--- src/rtl/shift_pkg.sv ---
`default_nettype none
//============================================================================
// Module      : shift_pkg
// Description : Constants and types shared between the left shifter and
//               its upstream command buffer.
//               - CMD_DATA_WIDTH  : shifter data width
//               - CMD_SHIFT_WIDTH : shift-amount width, clog2(CMD_DATA_WIDTH)
//               - cmd_t           : one shift command {bits, shift}
//               - clog2()         : ceiling log2 usable in constant contexts
// Revision    : 1.0 - initial release
//============================================================================
package shift_pkg;

    localparam int CMD_DATA_WIDTH  = 8;
    localparam int CMD_SHIFT_WIDTH = 3;

    typedef struct packed {
        logic [CMD_DATA_WIDTH-1:0]  bits;
        logic [CMD_SHIFT_WIDTH-1:0] shift;
    } cmd_t;

    // Ceiling log2. clog2(1) returns 0; callers that need at least one bit
    // must guard for that themselves.
    function automatic int clog2(input int value);
        int result;
        int rem;
        result = 0;
        rem    = value - 1;
        while (rem > 0) begin
            result = result + 1;
            rem    = rem >> 1;
        end
        return result;
    endfunction

endpackage : shift_pkg
`default_nettype wire

--- src/rtl/shift_cmd_store.sv ---
`default_nettype none
//============================================================================
// Module      : shift_cmd_store
// Description : DEPTH-entry register array holding packed shift commands.
//               One synchronous write port, one combinational read port.
//               The array has no reset: occupancy is tracked by the owner,
//               so stale entries are never observed.
// Ports       : clk        - clock
//               i_wr_en    - write strobe
//               i_wr_addr  - write entry index
//               i_wr_data  - packed command to store
//               i_rd_addr  - read entry index
//               o_rd_data  - packed command at i_rd_addr (combinational)
// Revision    : 1.0 - initial release
//============================================================================
module shift_cmd_store #(
    parameter int WIDTH      = 11,
    parameter int DEPTH      = 4,
    parameter int ADDR_WIDTH = 2
) (
    input  logic                  clk,
    input  logic                  i_wr_en,
    input  logic [ADDR_WIDTH-1:0] i_wr_addr,
    input  logic [WIDTH-1:0]      i_wr_data,
    input  logic [ADDR_WIDTH-1:0] i_rd_addr,
    output logic [WIDTH-1:0]      o_rd_data
);

    logic [WIDTH-1:0] r_mem [DEPTH];

    always_ff @(posedge clk) begin
        if (i_wr_en) begin
            r_mem[i_wr_addr] <= i_wr_data;
        end
    end

    // DEPTH is a power of two, so every address value maps to a real entry.
    assign o_rd_data = r_mem[i_rd_addr];

endmodule : shift_cmd_store
`default_nettype wire

--- src/rtl/shift_cmd_fifo.sv ---
`default_nettype none
//============================================================================
// Module      : shift_cmd_fifo
// Description : In-order command buffer directly upstream of the
//               combinational left shifter. Accepts (bits, shift) commands
//               on a valid/ready interface and presents the head command on
//               out_bits/out_shift, which wire straight into the shifter.
//               Flow control depends on registered state only, so there is
//               no combinational path from input to output or from
//               out_ready to in_ready.
// Ports       : clk        - clock, rising edge
//               rst        - asynchronous reset, active low
//               clear      - synchronous flush, priority over push/pop
//               in_valid   - producer has a command
//               in_ready   - a command can be accepted this cycle
//               in_bits    - command data word
//               in_shift   - command shift amount
//               out_valid  - head command present
//               out_ready  - consumer takes the head command this cycle
//               out_bits   - head data (0 when empty)
//               out_shift  - head shift amount (0 when empty)
//               count      - current occupancy, 0..DEPTH
// Revision    : 1.0 - initial release
//============================================================================
module shift_cmd_fifo
    import shift_pkg::*;
#(
    parameter int DATA_WIDTH  = CMD_DATA_WIDTH,
    parameter int SHIFT_WIDTH = CMD_SHIFT_WIDTH,
    parameter int DEPTH       = 4
) (
    input  logic                   clk,
    input  logic                   rst,
    input  logic                   clear,
    input  logic                   in_valid,
    output logic                   in_ready,
    input  logic [DATA_WIDTH-1:0]  in_bits,
    input  logic [SHIFT_WIDTH-1:0] in_shift,
    output logic                   out_valid,
    input  logic                   out_ready,
    output logic [DATA_WIDTH-1:0]  out_bits,
    output logic [SHIFT_WIDTH-1:0] out_shift,
    output logic [clog2(DEPTH):0]  count
);

    localparam int c_ptr_w = clog2(DEPTH);
    localparam int c_cnt_w = c_ptr_w + 1;
    localparam int c_rec_w = DATA_WIDTH + SHIFT_WIDTH;

    localparam logic [c_cnt_w-1:0] c_full = c_cnt_w'(DEPTH);

    logic [c_ptr_w-1:0] r_wr_ptr;
    logic [c_ptr_w-1:0] r_rd_ptr;
    logic [c_cnt_w-1:0] r_count;

    logic               w_in_ready;
    logic               w_out_valid;
    logic               w_push;
    logic               w_pop;
    logic [c_rec_w-1:0] w_wr_data;
    logic [c_rec_w-1:0] w_rd_data;

    //------------------------------------------------------------------------
    // Flow control: both flags come from the registered count only.
    //------------------------------------------------------------------------
    assign w_in_ready  = (r_count != c_full);
    assign w_out_valid = (r_count != '0);

    assign w_push = in_valid  & w_in_ready;
    assign w_pop  = w_out_valid & out_ready;

    //------------------------------------------------------------------------
    // Pointers and occupancy. Pointers are exactly log2(DEPTH) bits wide so
    // they wrap from DEPTH-1 to 0 by plain overflow.
    //------------------------------------------------------------------------
    always_ff @(posedge clk or negedge rst) begin
        if (!rst) begin
            r_wr_ptr <= '0;
            r_rd_ptr <= '0;
            r_count  <= '0;
        end else if (clear) begin
            r_wr_ptr <= '0;
            r_rd_ptr <= '0;
            r_count  <= '0;
        end else begin
            if (w_push) begin
                r_wr_ptr <= r_wr_ptr + 1'b1;
            end
            if (w_pop) begin
                r_rd_ptr <= r_rd_ptr + 1'b1;
            end
            case ({w_push, w_pop})
                2'b10:   r_count <= r_count + 1'b1;
                2'b01:   r_count <= r_count - 1'b1;
                default: r_count <= r_count;
            endcase
        end
    end

    //------------------------------------------------------------------------
    // Storage. A push in a clear cycle is dropped, so the write is gated too;
    // the entry would be unreachable anyway, this just keeps the array quiet.
    //------------------------------------------------------------------------
    assign w_wr_data = {in_bits, in_shift};

    shift_cmd_store #(
        .WIDTH      (c_rec_w),
        .DEPTH      (DEPTH),
        .ADDR_WIDTH (c_ptr_w)
    ) u_store (
        .clk       (clk),
        .i_wr_en   (w_push & ~clear),
        .i_wr_addr (r_wr_ptr),
        .i_wr_data (w_wr_data),
        .i_rd_addr (r_rd_ptr),
        .o_rd_data (w_rd_data)
    );

    //------------------------------------------------------------------------
    // Outputs. The head is forced to zero while empty so the shifter never
    // sees stale or uninitialised array contents.
    //------------------------------------------------------------------------
    assign in_ready  = w_in_ready;
    assign out_valid = w_out_valid;
    assign count     = r_count;

    assign out_bits  = w_out_valid ? w_rd_data[c_rec_w-1 -: DATA_WIDTH] : '0;
    assign out_shift = w_out_valid ? w_rd_data[SHIFT_WIDTH-1:0]         : '0;

endmodule : shift_cmd_fifo
`default_nettype wire
--- config.mk ---
export PLATFORM = sky130hd
export DESIGN_NAME = shift_cmd_fifo
export DESIGN_NICKNAME = d
export VERILOG_FILES = /design/src/rtl/shift_pkg.sv /design/src/rtl/shift_cmd_store.sv /design/src/rtl/shift_cmd_fifo.sv
export SDC_FILE = /design/constraint.sdc
export NUM_CORES = 1
export LEC_CHECK = 0
export ABC_AREA = 1
export BUFFER_PORTS_ARGS = -buffer_cell sky130_fd_sc_hd__buf_2
export CORE_ASPECT_RATIO = 0.5
export CORE_MARGIN = 1
export CORE_UTILIZATION = 40
export DETAILED_ROUTE_END_ITERATION = 12
export PLACE_DENSITY = 0.67
export SYNTH_ARGS = -nofsm -noshare
export SYNTH_HDL_FRONTEND = slang
export SYNTH_SLANG_ARGS = --single-unit
--- constraint.sdc ---
create_clock -name clk -period 2.4 [get_ports clk]
set_clock_uncertainty 0.05 [all_clocks]
set_input_delay 0.36 -clock clk [delete_from_list [all_inputs] [get_ports clk]]
set_output_delay 0.36 -clock clk [all_outputs]
set_load 0.02 [all_outputs]
==> results of run 1 <==
report_power, final:
group          internal (µW)  switching (µW)
sequential              1040            60.4
combinational            313             684
clock                    200             271
total                   1550            1020
layout make-up:
cell class | instances | area share (%)
clock inverter | 2 | 0.537
sequential | 51 | 58.4
tap | 70 | 3.42
timing repair buffer | 38 | 8.20
multi-input combinational | 123 | 24.4
clock buffer | 5 | 2.69
inverter | 16 | 2.34
logic make-up (layout without fill, tap and decap cells):
| family | Yosys count | count (layout) |
|---|---|---|
| AOI/OAI and AO/OA | 37 | 37 |
| xor gates and xnor gates | 2 | 2 |
| buffers and inverters | 24 | 61 |
| and+or+nand+nor | 79 | 79 |
| adders and majority gates | 5 | 5 |
| DFF | 51 | 51 |
worst max-delay path, delay by kind of cell (launching register included):
family                 cells  cell delay (ns)
flip-flops                 1             0.39
buffers and inverters      2             0.67
AO/OA/AOI/OAI              2             0.40
placed cells by master (no fill, tap or decap), types with 2 or more instances in the layout:
cell	netlist	layout
a21oi_1	12	12
buf_2	2	31
buf_4	3	6
clkbuf_8	0	5
dfrtp_1	7	7
edfxtp_1	44	44
ha_1	4	4
inv_1	13	13
inv_2	2	2
nand2_1	12	12
nand2_2	3	3
nand2_4	2	2
nand3_1	4	4
nand4_1	3	3
nor2_1	51	51
o21ai_0	22	22
o21ai_1	2	2
what timing repair did:
action	in CTS	in global routing
hold buffers	1	0
setup buffers	0	0
endpoints found under the hold margin	7	0
endpoints found under the setup margin	0	0
worst max-delay path by stage:
stage                           endpoint  slack (ns)
floorplan           count[2]$_DFFE_PN0P_        0.36
global placement    count[2]$_DFFE_PN0P_        0.46
detailed placement  count[2]$_DFFE_PN0P_        0.41
CTS                          out_bits[6]        0.19
global route                 out_bits[2]        0.07
finish                       out_bits[6]        0.22
routing by layer:
metal | vias up | global-route usage, %
met1 | 711 | 18.4
li1 | 740 | -
met2 | 37 | 26.4
met4 | 0 | 9.59
met3 | 9 | 3.93
met5 | - | 0
per-stage QoR:
| stage | hold WS (ns) | power, µW | instances | worst slack [ns] | utilization (%) |
|---|---|---|---|---|---|
| 2_1_floorplan | 0.0144 | 1840 | 198 | 0.363 | - |
| 3_3_place_gp | 0.158 | 2110 | 297 | 0.462 | 48.1 |
| 3_5_place_dp | 0.168 | 2130 | 297 | 0.408 | 48.1 |
| 4_1_cts | 0.201 | 2600 | 305 | 0.191 | 49.9 |
| 5_1_grt | 0.208 | 2740 | 305 | 0.0718 | 49.9 |
| 6_report | 0.204 | 2570 | 305 | 0.220 | 49.9 |
registers in the layout (all words and copies together), names as in the netlist:
signal / cells
r_rd_ptr: 2
r_wr_ptr: 2
count: 3
u_store.r_mem: 44
==> results.json, run 1 <==
{
  "outcome": "finished clean",
  "syn-cell-area_mm2": 0.00223,
  "worstPathRequired_ns": 1.99,
  "crit_path_top_delay_cell": "inv_1",
  "grt_start_max_net_pins": 24,
  "start_util_pct": 43.4,
  "yosysWarningCount": 0,
  "antenna_found_initial": 0,
  "diodes": 0,
  "ioPinCount": 32,
  "crit_chain": "inv_1, o21ai_0, a21oi_1, buf_2",
  "cts_tree": "yes",
  "wl_met2_mm": 1.89,
  "route.detailed.drc": 0,
  "ant_nets": 0,
  "synth_enable_flop_cells": 44,
  "cts.clk_slew.worst_paths_ns": 0.09,
  "synth_top_family_by_area": "simple AND/OR/NAND/NOR gates",
  "slowest_delay_ns": 0.47,
  "yosys.area_share.simple_pct": 15.7,
  "maxSlewHeadroom_pct": 57.8,
  "hold-path-cell-count": 2,
  "cap_violations": 0,
  "fin_tns_setup_ns": 0,
  "clock-sinks": 51,
  "critical_path.startpoint": "r_rd_ptr[0]$_DFFE_PN0P_",
  "yosysUniqueCellTypes": 27,
  "first_global_vias": 1377,
  "start_kind": "flop",
  "grt_overflow": 0,
  "clock-root-buffer": "clkbuf_8",
  "hold_viol_final": 0,
  "fillers": 468,
  "final-setup-viol-count": 0,
  "r2r_end": "count[2]$_DFFE_PN0P_",
  "r2r_slack_ns": 0.41,
  "reg2reg_depth": 12,
  "drtPass1Iterations": 4,
  "grt_pass1_wl_mm": 6.42,
  "powerDensity_mw_per_mm2": 1000,
  "port_buffers": 31,
  "wl_mm": 4.08,
  "synth_compound_area_share_pct": 8.48,
  "wl_met1_mm": 1.92,
  "die_area_mm2": 0.00589,
  "ys_seq_elements": 51,
  "min_period_ns": 2.18,
  "synth-xor-area-share_pct": 0.786,
  "die-height_um": 54.8,
  "min_to": "r_rd_ptr[0]$_DFFE_PN0P_",
  "cts_max_level": 2,
  "synth_fa_ha_area_share_pct": 3.14,
  "rows": 18,
  "end_kind": "output pin",
  "vias": 1497,
  "ir_drop_mv": 0.672,
  "cts_resized": 0,
  "coreArea_mm2": 0.00513,
  "final-seq-area_mm2": 0.00150,
  "dominantRegCellSynth": "edfxtp_1",
  "cts_buffer_depth": 2,
  "synth_common_cells": "nor2_1, edfxtp_1, o21ai_0",
  "ys_top_cells_by_area": "edfxtp_1, nor2_1, dfrtp_1, o21ai_0, a21oi_1",
  "nets": 256,
  "rsz0062_at_grt": "no",
  "synth_seq_area_share_pct": 67.2,
  "min-delay-start": "clear",
  "cts_made_buffers": 5,
  "syn_nets": 219,
  "dpl.hpwl_mm": 2.64,
  "drv_slew": 0,
  "die_w_um": 108,
  "routed.top_layer": "met4",
  "dpl_cell_area_mm2": 0.00247,
  "p_leak_uw": 0.00103,
  "first_iter_violations": 57,
  "worst_pin_slew_ns": 0.633,
  "multi_input_area_um2": 626,
  "r2r-start": "count[0]$_DFFE_PN0P_",
  "worstPathArrival_ns": 1.77,
  "fin_crit_sh_pct": 90.8,
  "crit_fanout": 23,
  "vias_per_cell": 4.91,
  "syn_area_per_cell_um2": 11.3,
  "min_path_type": "in -> reg",
  "synth_cells": 198,
  "wl_per_cell_um": 13.4,
  "yosysTopAreaCellShare_pct": 59.3,
  "synthArstFlopShare_pct": 13.7,
  "fin_area_mm2": 0.00256,
  "grt_usage_pct": 15.5,
  "yosys.area.top_type": "edfxtp_1",
  "max_freq_mhz": 459,
  "area_delta_synth_final_pct": 15.0,
  "clock_latency_ns": 0.30,
  "synth.area.mux_share_pct": 0,
  "dr_wl_met3_um": 215,
  "post-synth-top-count-cell": "nor2_1",
  "critPathKind": "reg -> out",
  "layout-drive-gt1-share_pct": 23.4,
  "place_congestion": 0.757
}
Note: power is estimated with default switching activity, not from simulation.
==> run 2, diff against run 1 <==
ABC_CLOCK_PERIOD_IN_PS = 2400   (was unset)
MAX_ROUTING_LAYER = met4   (was unset)
==> run 2 against run 1 <==
Net effect:
- cell area is the same
- clock power is essentially flat
- register-to-register slack is essentially flat
- global-route usage rose by 0.49 points
- power barely moved
- cell count did not move
- via count decreased by 0.60%
- critical path type unchanged
- largest power group unchanged
- highest routed layer unchanged
==> results.json, run 2 (same netlist as run 1, synthesis figures left out) <==
{
  "holdWs_ns": 0.205,
  "endpoint": "out_bits[6]",
  "start_kind": "flop",
  "drtPass1Iterations": 4,
  "ant_nets": 0,
  "diodes": 0,
  "final-seq-area_mm2": 0.00150,
  "worstPathRequired_ns": 1.99,
  "fin_tns_setup_ns": 0,
  "vias": 1488,
  "start_util_pct": 43.4,
  "clock-sinks": 51,
  "outcome": "finished clean",
  "worst_pin_slew_ns": 0.635,
  "cts.clk_slew.worst_paths_ns": 0.09,
  "place_congestion": 0.767,
  "coreArea_mm2": 0.00513,
  "power_frac_clock_pct": 18.3,
  "fin_area_mm2": 0.00256,
  "first_global_vias": 1377,
  "grt_usage_pct": 16.0,
  "hold-path-cell-count": 2,
  "die_area_mm2": 0.00589,
  "die-height_um": 54.8,
  "hold_viol_final": 0,
  "cts_resized": 0,
  "r2r_end": "count[2]$_DFFE_PN0P_",
  "end_kind": "output pin",
  "crit_fanout": 23,
  "dpl.hpwl_mm": 2.64,
  "postCtsSetupBuffers": 0,
  "fin_crit_sh_pct": 90.8,
  "final-setup-viol-count": 0,
  "grt_pass1_wl_mm": 6.42,
  "grt_start_max_net_pins": 24,
  "wl_mm": 4.09,
  "p_leak_uw": 0.00103,
  "min_path_type": "in -> reg",
  "layout_common_cells": "nor2_1, edfxtp_1, buf_2",
  "vias_per_cell": 4.88,
  "grt_overflow": 0,
  "antenna_found_initial": 0,
  "cts_tree": "yes",
  "rows": 18,
  "critPathKind": "reg -> out",
  "wl_per_cell_um": 13.4,
  "max_freq_mhz": 459,
  "first_iter_violations": 57,
  "r2r-start": "count[0]$_DFFE_PN0P_",
  "port_buffers": 31,
  "registers.top_by_ff_count": "u_store.r_mem",
  "die_w_um": 108,
  "reg2reg_depth": 12,
  "dpl_cell_area_mm2": 0.00247,
  "p_sw_uw": 1020,
  "largest_reg_flops": 44,
  "ir_drop_mv": 0.672,
  "area_delta_synth_final_pct": 15.0,
  "final_common_cell": "nor2_1",
  "layout-drive-gt1-share_pct": 23.4,
  "cts_buffer_depth": 2,
  "powerDensity_mw_per_mm2": 1000,
  "switching_share_pct": 39.5,
  "worstPathArrival_ns": 1.77,
  "multi_input_area_um2": 626,
  "maxSlewHeadroom_pct": 57.6,
  "cap_violations": 0,
  "nets": 256,
  "r2r_slack_ns": 0.41,
  "rsz0062_at_grt": "no",
  "clock-root-buffer": "clkbuf_8",
  "critical_path.startpoint": "r_rd_ptr[0]$_DFFE_PN0P_",
  "cts_max_level": 2,
  "combinationalPowerShare_pct": 38.8,
  "dp.cells": 297,
  "drv_slew": 0,
  "fillers": 468,
  "intPower_uw": 1550,
  "clock_latency_ns": 0.30,
  "seqPwrFrac_pct": 42.9,
  "min_period_ns": 2.18,
  "layout.cells.non_filler": 305,
  "route.detailed.drc": 0,
  "cts_made_buffers": 5,
  "ioPinCount": 32
}
run 2: cell counts in the layout (fill, tap and decap cells not counted):
Identical to the previous run, type by type.
run 2: layout make-up:
| cell class | instances | share of cell area, % |
|---|---|---|
| clock inverter | 2 | 0.537 |
| sequential | 51 | 58.4 |
| inverter | 16 | 2.34 |
| clock buffer | 5 | 2.69 |
| tap | 70 | 3.42 |
| multi-input combinational | 123 | 24.4 |
| timing repair buffer | 38 | 8.20 |
run 2: timing repair:
| action | 4_1_cts | 5_1_grt |
|---|---|---|
| hold endpoints to repair | 7 | 0 |
| setup endpoints to repair | 0 | 0 |
| hold buffers | 1 | 0 |
run 2: worst min path at each step:
stage | from | endpoint | slack (ns)
finish | clear | r_rd_ptr[0]$_DFFE_PN0P_ | 0.20
global route | in_bits[0] | u_store.r_mem[0][3]$_DFFE_PP_ | 0.21
CTS | clear | r_rd_ptr[0]$_DFFE_PN0P_ | 0.20
detailed placement | rst | count[2]$_DFFE_PN0P_ | 0.17
global placement | rst | count[2]$_DFFE_PN0P_ | 0.16
floorplan | rst | count[0]$_DFFE_PN0P_ | 0.01
run 2: critical path, stage by stage (launching register included):
cell	delay (ns)
dfrtp_1	0.38
inv_1	0.47
o21ai_0	0.19
a21oi_1	0.21
buf_2	0.20
run 2: power groups by stage:
stage | clock [µW] | combinational, µW | sequential [µW]
after floorplan | 0 | 706 | 1140
after global placement | 0 | 995 | 1120
after detailed placement | 0 | 1010 | 1120
after CTS | 484 | 1020 | 1100
after global routing | 518 | 1110 | 1110
final | 470 | 997 | 1100
run 2: metrics by stage:
step                util (%)  power, µW  setup slack (ns)
finish                  49.9       2570             0.220
detailed placement      48.1       2130             0.408
global route            49.9       2740            0.0718
CTS                     49.9       2600             0.191
floorplan                  -       1840             0.363
global placement        48.1       2110             0.462
run 2: routing by layer:
metal	track usage, %	part of all wire [%]
met1	18.4	47
met4	9.59	1.9
met5	-	0
met2	26.4	46
met3	3.93	5.2
